File: src/rtl/arb_pkg.sv
// Shared constants, FSM state encoding and rotating-priority search for the
// four-way round-robin arbiter.
package arb_pkg;

    localparam int unsigned NUM_REQ = 4;
    localparam int unsigned IDX_W   = 2;

    typedef logic [0:0] state_t;
    localparam state_t ST_IDLE = 1'b0;
    localparam state_t ST_BUSY = 1'b1;

    // First set bit of req searching ptr+1, ptr+2, ptr+3, ptr (mod NUM_REQ).
    // Caller guarantees req is non-zero.
    function automatic logic [IDX_W-1:0] rr_pick(input logic [NUM_REQ-1:0] req,
                                                 input logic [IDX_W-1:0]   ptr);
        logic [IDX_W-1:0] idx;
        rr_pick = ptr;
        for (int k = NUM_REQ; k >= 1; k--) begin
            idx = ptr + IDX_W'(k);
            if (req[idx]) begin
                rr_pick = idx;
            end
        end
    endfunction

endpackage

File: src/rtl/onehot_enc4.sv
// One-hot to binary encoder for the 4-bit grant vector; zero input gives 0.
module onehot_enc4
    import arb_pkg::*;
(
    input  logic [NUM_REQ-1:0] onehot,
    output logic [IDX_W-1:0]   idx_c
);

    always_comb begin
        idx_c = {onehot[3] | onehot[2], onehot[3] | onehot[1]};
    end

endmodule

File: src/rtl/rr_arbiter4.sv
// Four-requester round-robin arbiter with hold-until-release grants.
// Define RR_TIMEOUT_EN to enable forced release after HOLD_MAX owner cycles.
module rr_arbiter4
    import arb_pkg::*;
#(
    parameter int unsigned HOLD_MAX = 15
) (
    input  logic               Clk,
    input  logic               Rst,
    input  logic               En,
    input  logic [NUM_REQ-1:0] Req,
    input  logic               Done,
    output logic [NUM_REQ-1:0] Gnt,
    output logic [IDX_W-1:0]   GntIdx,
    output logic               Valid,
    output logic               Timeout
);

    if (HOLD_MAX == 0 || HOLD_MAX > 255) begin : g_hold_max_bad
        $error("rr_arbiter4: HOLD_MAX must be in 1..255");
    end

    state_t             state;
    state_t             state_nx;
    logic [IDX_W-1:0]   ptr;
    logic [IDX_W-1:0]   ptr_nx;
    logic [NUM_REQ-1:0] gnt_nx;
    logic [IDX_W-1:0]   idx_nx_c;
    logic               timeout_nx;
    logic [NUM_REQ-1:0] cand;
    logic               drop;
    logic               forced;

    // Owner index is always ptr while BUSY, so the forced-release check keys off it.
`ifdef RR_TIMEOUT_EN
    logic [7:0] hold_cnt;
    logic [7:0] hold_cnt_nx;

    assign forced = (state == ST_BUSY) && (hold_cnt == 8'(HOLD_MAX - 1))
                    && !Done && Req[ptr];

    always_comb begin
        hold_cnt_nx = 8'd0;
        if (state == ST_BUSY && !drop) begin
            hold_cnt_nx = hold_cnt + 8'd1;
        end
    end

    always_ff @(posedge Clk) begin
        if (Rst) begin
            hold_cnt <= 8'd0;
        end else begin
            hold_cnt <= hold_cnt_nx;
        end
    end
`else
    assign forced = 1'b0;
`endif

    always_comb begin
        state_nx   = state;
        ptr_nx     = ptr;
        gnt_nx     = Gnt;
        timeout_nx = 1'b0;
        cand       = '0;
        drop       = 1'b0;
        case (state)
            ST_IDLE: begin
                if (En && (|Req)) begin
                    ptr_nx   = rr_pick(Req, ptr);
                    gnt_nx   = NUM_REQ'(1) << ptr_nx;
                    state_nx = ST_BUSY;
                end
            end
            ST_BUSY: begin
                // A dropped owner request counts as Done; the owner is masked
                // out so it cannot win again on its own release edge.
                drop = Done || !Req[ptr] || forced;
                if (drop) begin
                    timeout_nx = forced;
                    cand       = Req & ~Gnt;
                    if (En && (|cand)) begin
                        ptr_nx = rr_pick(cand, ptr);
                        gnt_nx = NUM_REQ'(1) << ptr_nx;
                    end else begin
                        gnt_nx   = '0;
                        state_nx = ST_IDLE;
                    end
                end
            end
            default: begin
                gnt_nx   = '0;
                state_nx = ST_IDLE;
            end
        endcase
    end

    onehot_enc4 u_enc (
        .onehot (gnt_nx),
        .idx_c  (idx_nx_c)
    );

    always_ff @(posedge Clk) begin
        if (Rst) begin
            state   <= ST_IDLE;
            ptr     <= IDX_W'(NUM_REQ - 1);
            Gnt     <= '0;
            GntIdx  <= '0;
            Valid   <= 1'b0;
            Timeout <= 1'b0;
        end else begin
            state   <= state_nx;
            ptr     <= ptr_nx;
            Gnt     <= gnt_nx;
            GntIdx  <= idx_nx_c;
            Valid   <= |gnt_nx;
            Timeout <= timeout_nx;
        end
    end

endmodule

File: config.mk
export PLATFORM = sky130hd
export DESIGN_NAME = rr_arbiter4
export DESIGN_NICKNAME = d
export VERILOG_FILES = /design/src/rtl/arb_pkg.sv /design/src/rtl/onehot_enc4.sv /design/src/rtl/rr_arbiter4.sv
export SDC_FILE = /design/constraint.sdc
export NUM_CORES = 1
export LEC_CHECK = 0
export BUFFER_PORTS_ARGS = -buffer_cell sky130_fd_sc_hd__clkbuf_2
export CAP_MARGIN = 20
export CORE_UTILIZATION = 40
export DETAILED_ROUTE_END_ITERATION = 10
export MAX_ROUTING_LAYER = met4
export PLACE_DENSITY_LB_ADDON = 0.12
export SYNTH_ARGS = -nofsm -noshare
export SYNTH_HDL_FRONTEND = slang
export SYNTH_SLANG_ARGS = --single-unit
File: constraint.sdc
create_clock -name Clk -period 2.25 [get_ports Clk]
set_input_delay 0.1125 -clock Clk [delete_from_list [all_inputs] [get_ports Clk]]
set_output_delay 0.1125 -clock Clk [all_outputs]
set_load 0.05 [all_outputs]
==> impl_metrics.ini <==
[status]
status = complete, no violations

[yosys]
synth_top_cell_area_share = 0.270
netlist_top_cells_area = dfxtp_1 27%, a21oi_1 4.7%, mux2_2 4.6%
yosys_warnings = 0
synth-seq-cells = 10
async_reset_ff_frac = 0
synth_flop_cell = dfxtp_1
synth_top_area_cell = dfxtp_1
synthesis.nets = 94
synth.distinct_cells = 42
postSynthAreaPerCell_um2 = 8.61
synth_edf_count = 0
postSynthCellCount = 86
seq_area_frac_synth = 0.270
synthesis.area_um2 = 741

[sta]
final-hold-violation-count = 0
maxSlewHeadroom = 0.619
final_max_slew_viol_count = 0
fin_crit_sh = 0.858
setup_tns_ps = 0
rsz0062_at_grt = false
fin_ws_ps = 319
fmax_mhz = 518
post-route-min-period_ps = 1930
finClkSkew_ps = 2.11
setup_viol = 0
worst_pin_slew_ps = 567

[detailed_routing]
routed-via-count = 787
wirelength_um = 1980
wire_per_inst_um = 15.4
viasPerCell = 6.15
ant_nets = 0
drt_iter0_markers = 29
drt_first_pass_iters = 4
drc = 0

[critical_path]
path_cells = mux2_2 > a22oi_4 > nor3b_4 > or4b_1 > a31oi_1
cp-end-kind = flip-flop
path_buf_inv = 0
critical_path_arrival_ps = 2130
cp_slowest_cell = or4b_1
start_kind = flip-flop
criticalPathCategory = flip-flop to flip-flop
critPathTopFamily = simple AND/OR/NAND/NOR gates
critPathRequiredTime_ps = 2450
max_stage_delay_ps = 470
cp_max_fo = 5

[die]
dieArea_um2 = 2030
io_pins = 16
row_count = 15
die_y_um = 45.0
initial_core_util = 0.429
die_x_um = 45.0
fp.coreArea_um2 = 1730

[cts]
cts_inserted_buffers = 3
holdBufCountCts = 0
clk-insertion-delay-late_ps = 270
cts_tree = done
cts_resized = 0
cts_setup_buffers = 0
clock_path_buffers = 2
clkSinkCount = 10
h-tree-depth = 1
cts-root-buf = clkbuf_4
clkTransAtPathRegs_ps = 70

[global_route]
track_usage = 0.220
grt_max_degree = 12
grt-ovfl-total = 0
antenna_found_initial = 0
grt_pass1_wl_um = 3130
grt_pass1_vias = 697

[cells_and_area]
antenna_cells = 0
nNetsFinal = 112
fillers = 186
drive_gt1_frac = 0.272
area_growth_pct = 18.6

[placed_design]
gp_congestion = 0.843
preCtsSetupSlack_ps = 340
portBuffers = 14
hpwlAfterDp_um = 1490

[worst_hold_path]
min_path_type = input pin to flip-flop

[flow_run]
maxCapViolCount = 0

[power]
pwr_density_cell_nw_per_um2 = 706
ir_worst_vdd_v = 0.000374
p_leak_nw = 0.359
-- layer usage --
layer | wire length [um] | track usage | vias to the layer above
met3 | 173 | 0.0560 | 0
met4 | 0 | 0.0364 | 0
met2 | 927 | 0.325 | 38
li1 | - | - | 375
met5 | 0 | - | -
met1 | 873 | 0.305 | 374
-- layout make-up --
class	instances	area, um^2	share of cell area
clock buffers	4	36.3	0.0413
inverters	3	11.3	0.0128
multi-input cells	68	499	0.568
flip-flops and latches	10	200	0.228
well taps	25	31.3	0.0356
repair buffers	18	100	0.114
-- power breakdown --
| group | internal (mW) | switching, mW | total (mW) | leakage [nW] |
|---|---|---|---|---|
| registers | 0.196 | 0.0201 | 0.216 | 0.0823 |
| logic | 0.0899 | 0.149 | 0.239 | 0.256 |
| clock network | 0.0983 | 0.0666 | 0.165 | 0.0210 |
| total | 0.384 | 0.236 | 0.620 | 0.359 |
-- cells by family after synthesis --
kind of cell | share of synthesized area
compound gates | 0.363
simple gates | 0.226
flops | 0.270
buf+inv | 0.0557
mux | 0.0794
other cells | 0.00506
-- flip-flops by register name, summed over array words and instances (netlist names) --
register / count
Gnt: 4
GntIdx: 2
Valid: 1
ptr: 2
state: 1
-- metrics by stage --
step	instance area, um^2	std cells	hold WS (ps)	power (mW)	util
3_5_place_dp	842	124	435	0.456	0.488
2_1_floorplan	741	86	353	0.399	-
3_3_place_gp	842	124	435	0.455	0.488
4_1_cts	878	128	144	0.625	0.509
5_1_grt	878	128	158	0.654	0.509
6_report	878	128	153	0.620	0.509
-- cells in the mapped netlist (2+ instances only) --
library cell  number
nor2b_1            5
or4b_1             2
nand2b_1           5
o221ai_1           2
nor2_1             5
o21ai_0            4
a32oi_1            2
clkbuf_1           2
a21oi_1            7
o22ai_1            2
inv_1              3
nand2_1            2
or4_1              2
o211ai_1           3
dfxtp_1           10
mux2_2             3
a31oi_1            2
-- worst reg2reg max path, stage by stage (launching register included) --
cell	delay (ps)
dfxtp_1	400
mux2_2	380
a22oi_4	210
nor3b_4	270
or4b_1	470
a31oi_1	140
-- placed cells by master, fill, tap and decap left out, types with 2 or more instances in the layout --
cell type / synthesis / layout
o211ai_1: 3 / 3
clkbuf_2: 0 / 14
nand2_1: 2 / 2
buf_4: 1 / 4
o22ai_1: 2 / 2
a21oi_1: 7 / 7
clkbuf_4: 0 / 3
o21ai_0: 4 / 4
a31oi_1: 2 / 2
dfxtp_1: 10 / 10
nor2_1: 5 / 5
inv_1: 3 / 3
nand2b_1: 5 / 5
or4_1: 2 / 2
o221ai_1: 2 / 2
or4b_1: 2 / 2
a32oi_1: 2 / 2
nor2b_1: 5 / 5
mux2_2: 3 / 3
-- final timing paths --
kind               start     end  slack (ps)  cells after the start
hold reg to reg   Gnt[2]  Gnt[2]         560                      2
setup / recovery  ptr[0]  Gnt[2]         320                      5
hold / removal       Rst  Gnt[0]         150                      2
setup reg to reg  ptr[0]  Gnt[2]         320                      5
(Power assumes the default switching activity.)
